--- src/rtl/ram_pkg.sv ---
// Shared definitions for the dual-port synchronous RAM: default geometry
// and the clear/ready state encoding.
package ram_pkg;

    localparam int RAM_DATA_WIDTH = 32;
    localparam int RAM_ADDR_WIDTH = 5;

    typedef logic [0:0] state_t;

    localparam state_t CLEAR = 1'b0;
    localparam state_t READY = 1'b1;

endpackage

--- src/rtl/ram_dp_sync_if.sv ---
// Request/response bundle of the dual-port RAM: one write port, one read
// port, and the status outputs.
interface ram_dp_sync_if
    import ram_pkg::*;
#(
    parameter int DATA_WIDTH = RAM_DATA_WIDTH,
    parameter int ADDR_WIDTH = RAM_ADDR_WIDTH
);

    logic                      ena;
    logic                      wena;
    logic [ADDR_WIDTH-1:0]     waddr;
    logic [DATA_WIDTH-1:0]     wdata;
    logic [DATA_WIDTH/8-1:0]   wbe;
    logic                      rena;
    logic [ADDR_WIDTH-1:0]     raddr;
    logic [DATA_WIDTH-1:0]     rdata;
    logic                      rvalid;
    logic                      busy;

    modport master (
        output ena, wena, waddr, wdata, wbe, rena, raddr,
        input  rdata, rvalid, busy
    );

    modport slave (
        input  ena, wena, waddr, wdata, wbe, rena, raddr,
        output rdata, rvalid, busy
    );

endinterface

--- src/rtl/ram_clear_ctrl.sv ---
// Sequences the power-up / reset clear: walks every address once, then
// hands the array over to the user ports.
module ram_clear_ctrl
    import ram_pkg::*;
#(
    parameter int ADDR_WIDTH = RAM_ADDR_WIDTH
) (
    input  logic                  clk,
    input  logic                  rst,
    output state_t                state,
    output logic [ADDR_WIDTH-1:0] clr_cnt,
    output logic                  busy
);

    always_ff @(posedge clk) begin
        if (rst) begin
            state   <= CLEAR;
            clr_cnt <= '0;
        end else if (state == CLEAR) begin
            clr_cnt <= clr_cnt + ADDR_WIDTH'(1);
            // Last address is being zeroed this cycle.
            if (&clr_cnt) begin
                state <= READY;
            end
        end
    end

    assign busy = (state == CLEAR);

endmodule

--- src/rtl/ram_dp_sync.sv ---
// Single-clock dual-port RAM with byte-lane writes, registered reads,
// selectable read-during-write behaviour and a self-clear after reset.
module ram_dp_sync
    import ram_pkg::*;
#(
    parameter int DATA_WIDTH  = RAM_DATA_WIDTH,
    parameter int ADDR_WIDTH  = RAM_ADDR_WIDTH,
    parameter int WRITE_FIRST = 1
) (
    input  logic          clk,
    input  logic          rst,
    ram_dp_sync_if.slave  bus
);

    localparam int DEPTH  = 2 ** ADDR_WIDTH;
    localparam int NBYTES = DATA_WIDTH / 8;

    state_t                  state;
    logic [ADDR_WIDTH-1:0]   clr_cnt;
    logic                    busy;

    logic [DATA_WIDTH-1:0]   mem [DEPTH];

    logic                    wr_acc;
    logic                    rd_acc;
    logic                    mem_we;
    logic [ADDR_WIDTH-1:0]   mem_waddr;
    logic [DATA_WIDTH-1:0]   mem_wdata;
    logic [NBYTES-1:0]       mem_wbe;
    logic [DATA_WIDTH-1:0]   rd_word;
    logic [DATA_WIDTH-1:0]   rd_next;

    logic [DATA_WIDTH-1:0]   rdata_p0;
    logic                    vld_p0;

    function automatic logic [DATA_WIDTH-1:0] merge_lanes(
        input logic [DATA_WIDTH-1:0] old_w,
        input logic [DATA_WIDTH-1:0] new_w,
        input logic [NBYTES-1:0]     be
    );
        logic [DATA_WIDTH-1:0] res;
        res = old_w;
        for (int i = 0; i < NBYTES; i++) begin
            if (be[i]) begin
                res[8*i +: 8] = new_w[8*i +: 8];
            end
        end
        return res;
    endfunction

    ram_clear_ctrl #(
        .ADDR_WIDTH (ADDR_WIDTH)
    ) u_clear (
        .clk     (clk),
        .rst     (rst),
        .state   (state),
        .clr_cnt (clr_cnt),
        .busy    (busy)
    );

    // A request coinciding with rst is dropped along with everything else.
    assign wr_acc = (state == READY) && !rst && bus.ena && bus.wena;
    assign rd_acc = (state == READY) && !rst && bus.ena && bus.rena;

    always_comb begin
        mem_we    = wr_acc;
        mem_waddr = bus.waddr;
        mem_wdata = bus.wdata;
        mem_wbe   = bus.wbe;
        if (state == CLEAR) begin
            mem_we    = 1'b1;
            mem_waddr = clr_cnt;
            mem_wdata = '0;
            mem_wbe   = '1;
        end
    end

    always_ff @(posedge clk) begin
        if (mem_we) begin
            for (int i = 0; i < NBYTES; i++) begin
                if (mem_wbe[i]) begin
                    mem[mem_waddr][8*i +: 8] <= mem_wdata[8*i +: 8];
                end
            end
        end
    end

    // Same-address collision: write-first forwards the enabled lanes of wdata.
    always_comb begin
        rd_word = mem[bus.raddr];
        rd_next = rd_word;
        if ((WRITE_FIRST != 0) && wr_acc && (bus.waddr == bus.raddr)) begin
            rd_next = merge_lanes(rd_word, bus.wdata, bus.wbe);
        end
    end

    // ---- stage p0: registered read result ----
    always_ff @(posedge clk) begin
        if (rst) begin
            rdata_p0 <= '0;
            vld_p0   <= 1'b0;
        end else begin
            vld_p0 <= rd_acc;
            if (rd_acc) begin
                rdata_p0 <= rd_next;
            end
        end
    end

    assign bus.rdata  = rdata_p0;
    assign bus.rvalid = vld_p0;
    assign bus.busy   = busy;

endmodule

--- src/flat_wrapper.sv ---
// flat-port wrapper written by rule: the top's interface ports become plain ports
module ram_dp_sync_flat import ram_pkg::*;
#(
    parameter int DATA_WIDTH  = RAM_DATA_WIDTH,
    parameter int ADDR_WIDTH  = RAM_ADDR_WIDTH,
    parameter int WRITE_FIRST = 1
)
  (clk, rst, bus_ena, bus_wena, bus_waddr, bus_wdata, bus_wbe, bus_rena, bus_raddr, bus_rdata, bus_rvalid, bus_busy);
  ram_dp_sync_if #(.DATA_WIDTH(DATA_WIDTH), .ADDR_WIDTH(ADDR_WIDTH)) bus_i ();
  input  logic clk;
  input  logic rst;
  input wire logic [$bits(bus_i.ena)-1:0] bus_ena;
  input wire logic [$bits(bus_i.wena)-1:0] bus_wena;
  input wire logic [$bits(bus_i.waddr)-1:0] bus_waddr;
  input wire logic [$bits(bus_i.wdata)-1:0] bus_wdata;
  input wire logic [$bits(bus_i.wbe)-1:0] bus_wbe;
  input wire logic [$bits(bus_i.rena)-1:0] bus_rena;
  input wire logic [$bits(bus_i.raddr)-1:0] bus_raddr;
  output wire logic [$bits(bus_i.rdata)-1:0] bus_rdata;
  output wire logic [$bits(bus_i.rvalid)-1:0] bus_rvalid;
  output wire logic [$bits(bus_i.busy)-1:0] bus_busy;
  assign bus_i.ena = bus_ena;
  assign bus_i.wena = bus_wena;
  assign bus_i.waddr = bus_waddr;
  assign bus_i.wdata = bus_wdata;
  assign bus_i.wbe = bus_wbe;
  assign bus_i.rena = bus_rena;
  assign bus_i.raddr = bus_raddr;
  assign bus_rdata = bus_i.rdata;
  assign bus_rvalid = bus_i.rvalid;
  assign bus_busy = bus_i.busy;
  ram_dp_sync #(.DATA_WIDTH(DATA_WIDTH), .ADDR_WIDTH(ADDR_WIDTH), .WRITE_FIRST(WRITE_FIRST)) u_core (.clk(clk), .rst(rst), .bus(bus_i));
endmodule
--- config.mk ---
export PLATFORM = sky130hd
export DESIGN_NAME = ram_dp_sync_flat
export DESIGN_NICKNAME = d
export VERILOG_FILES = /design/src/rtl/ram_pkg.sv /design/src/rtl/ram_dp_sync_if.sv /design/src/rtl/ram_clear_ctrl.sv /design/src/rtl/ram_dp_sync.sv /design/src/flat_wrapper.sv
export SDC_FILE = /design/constraint.sdc
export NUM_CORES = 1
export LEC_CHECK = 0
export CAP_MARGIN = 20
export CORE_MARGIN = 10
export CORE_UTILIZATION = 55
export CTS_CLUSTER_DIAMETER = 100
export DETAILED_ROUTE_END_ITERATION = 10
export PLACE_DENSITY = 0.76
export SLEW_MARGIN = 30
export SYNTH_ARGS = -nofsm -noshare
export SYNTH_HDL_FRONTEND = slang
export SYNTH_HIERARCHICAL = 1
export SYNTH_SLANG_ARGS = --single-unit
--- constraint.sdc ---
create_clock -name clk -period 5.78 [get_ports clk]
set_input_delay 0.867 -clock clk [delete_from_list [all_inputs] [get_ports clk]]
set_output_delay 0.867 -clock clk [all_outputs]
set_load 0.01 [all_outputs]
==> results.yml <==
setup_path:
  reg2reg_from: "u_core/u_clear/state"
  endpoint: "u_core/mem[16][26]"
  crit_type: "reg2reg"
  r2r_cells: 4
  reg2reg_slack_ps: 1690
  cp-start-kind: "flop"
  worstPathArrival_ps: 4360
  critPathRequiredTime_ps: 6040
  worstSetupEndpointType: "flop"
  worstReg2RegEnd: "u_core/mem[16][26]"
  critPathMaxFanout: 53
  crit_start: "u_core/u_clear/state"
floorplan:
  ios: 85
  dieArea_um2: 87500
  placement_rows: 101
  die_y_um: 296
  die_w_um: 296
  core_area_um2: 75700
  start_util: 0.552
logic_synthesis:
  synth.avg_cell_area_um2: 19.5
  synth_compound_area_frac: 0.0480
  synth_top_family_by_area: "multiplexers"
  synth-simple-area-share: 0.0304
  netlist_area_um2: 41800
  synth_edf_count: 1024
  synth_cell_types: 56
  yosys_warnings: 6
  async_reset_ff_frac: 0
  ys_seq_area_frac: 0.754
  synthAdderAreaFrac: 0.000598
  synth_mux_area_frac: 0.145
  syn-num-nets: 2201
  ys_ff_latch: 1063
  postSynthCellCount: 2148
  synthXorXnorAreaFrac: 0.00168
  synth-main-ff-cell: "edfxtp_1"
drt:
  wl_per_cell_um: 30.8
  num_vias: 21756
  drc: 0
  firstDrtPassIters: 6
  antenna_left: 0
  vias_per_cell: 6.59
  routed_wl_mm: 102
  dr.first_iter.drc_count: 3192
final_layout:
  stdcell_count: 3300
  final_common_cell: "edfxtp_1"
  fin_nets: 2290
  layout-drive-gt1-share: 0.179
  area_growth_pct: 12.0
  layout_common_cells: "edfxtp_1, mux2i_1, mux4_2"
clock_tree:
  clk_latency_ps: 650
  ctsHoldBuffers: 0
  cts_buffers: 99
  clock-sinks: 1063
  ctsResizeCount: 0
  cts-root-buf: "clkbuf_16"
  htree_levels: 3
  clk_pin_slew_ps: 60
  cts_tree: "built"
  post-cts-setup-buffers: 0
  clockBufferDepth: 3
global_route:
  first_global_vias: 21814
  grt_pass1_wl_mm: 148
  antenna_found_initial: 8
  grt_max_degree: 83
  track_usage: 0.233
  overflow: 0
power:
  comb_power_share: 0.044
  p_switching_mw: 3.17
  ir_worst_vdd_mv: 0.242
  clock_power_share: 0.418
  pwr-share-seq: 0.538
  leakage_nw: 15.3
  cellPowerDensity_nw_per_um2: 335
  intPower_mw: 12.5
  switching_share: 0.202
status:
  run_status: "finished clean"
sta:
  slew_violations: 0
  rsz0062_at_grt: "false"
  fin_crit_ps: 4090
  fin_crit_sh: 0.708
  tightest_slew_ps: 1040
  finClkSkew_ps: 22.4
  setup_tns_ps: 0
  setup_viol: 0
  max_freq_mhz: 244
  hold_viol: 0
  slew_headroom: 0.306
worst_hold_path:
  whs_path_depth: 2
  holdCritPathClass: "reg2reg"
placement:
  hpwl_mm: 63.3
  numPortBuffers: 84
  placed_cells: 3114
  gp_congestion: 0.835
run:
  drv_cap: 0
==> kinds of logic after synthesis <==
| family | count (synthesis) |
|---|---|
| multiplexers | 386 |
| flip-flops | 1063 |
| AO/OA/AOI/OAI | 272 |
| XOR/XNOR | 8 |
| AND/OR/NAND/NOR | 279 |
| buffers and inverters | 138 |
| adder cells (fa/ha/maj) | 2 |
==> metrics by stage <==
stage                util  power, mW  setup slack (ps)  hold WS (ps)  area [um^2]
floorplan               -       9.05              3220           504        41800
global placement    0.573       9.25              1600           462        43400
detailed placement  0.575       9.27              1520           463        43500
CTS                 0.619       15.7              1870           485        46800
global route        0.619       16.1              1630           518        46800
finish              0.619       15.7              1690           495        46800
==> state kept, by name, summed over array words and instances, names as in the netlist <==
name,cells
u_core/bus.rdata,32
u_core/bus.rvalid,1
u_core/mem,1024
u_core/u_clear/clr_cnt,5
u_core/u_clear/state,1
==> power by group through the flow <==
| stage | clock network (mW) | registers (mW) | logic [mW] |
|---|---|---|---|
| 2_1_floorplan | 0 | 8.59 | 0.458 |
| 3_3_place_gp | 0 | 8.60 | 0.653 |
| 3_5_place_dp | 0 | 8.60 | 0.672 |
| 4_1_cts | 6.63 | 8.44 | 0.676 |
| 5_1_grt | 6.95 | 8.44 | 0.713 |
| 6_report | 6.56 | 8.44 | 0.684 |
==> worst min path at each step <==
stage | start | end | slack [ps]
6_report | u_core/bus.rdata[5] | u_core/bus.rdata[5] | 500
5_1_grt | u_core/bus.rdata[1] | u_core/bus.rdata[1] | 520
4_1_cts | u_core/bus.rdata[0] | u_core/bus.rdata[0] | 490
3_5_place_dp | u_core/bus.rdata[3] | u_core/bus.rdata[3] | 460
3_3_place_gp | u_core/bus.rdata[0] | u_core/bus.rdata[0] | 460
2_1_floorplan | u_core/bus.rdata[0] | u_core/bus.rdata[0] | 500
==> cell usage after synthesis (5+ instances only) <==
| cell type | count | area (um^2) |
|---|---|---|
| a211o_1 | 17 | 149 |
| a22o_1 | 19 | 166 |
| nor2b_1 | 13 | 81.3 |
| nand2_1 | 53 | 199 |
| o21ai_0 | 18 | 90.1 |
| a21oi_1 | 19 | 95.1 |
| clkbuf_1 | 49 | 184 |
| buf_4 | 7 | 52.6 |
| inv_1 | 7 | 26.3 |
| mux2_2 | 5 | 56.3 |
| a22oi_1 | 66 | 495 |
| buf_6 | 24 | 270 |
| mux4_2 | 176 | 3960 |
| mux2i_1 | 205 | 2050 |
| nand3_1 | 16 | 80.1 |
| nor2_1 | 143 | 537 |
| a221oi_1 | 22 | 193 |
| o2111ai_1 | 8 | 70.1 |
| o21ai_1 | 32 | 160 |
| a32oi_1 | 9 | 78.8 |
| buf_1 | 6 | 22.5 |
| o22ai_1 | 16 | 100 |
| and2_1 | 40 | 250 |
| buf_2 | 39 | 195 |
| o22a_1 | 16 | 140 |
| dfxtp_1 | 39 | 781 |
| edfxtp_1 | 1024 | 30700 |
==> cell type report <==
cell class	count	area [um^2]
Sequential cell	1063	31500
Fill cell	5047	28900
Multi-Input combinational cell	947	9560
Clock buffer	122	2670
Tap cell	978	1220
Timing Repair Buffer	119	1190
Clock inverter	63	638
Inverter	7	26.3
Antenna cell	1	2.50
==> worst max-delay path, cell delays in order (launching register included) <==
cell     delay [ps]
dfxtp_2         440
buf_4           570
mux2i_1         810
nand3_1         920
nor2_1          950
==> layer usage <==
metal | routed length, um | global-route usage
met5 | 129 | 0.00340
met2 | 47800 | 0.360
met3 | 11900 | 0.0626
met1 | 38100 | 0.313
met4 | 3860 | 0.0906
Power figures use the tool's default switching activity.
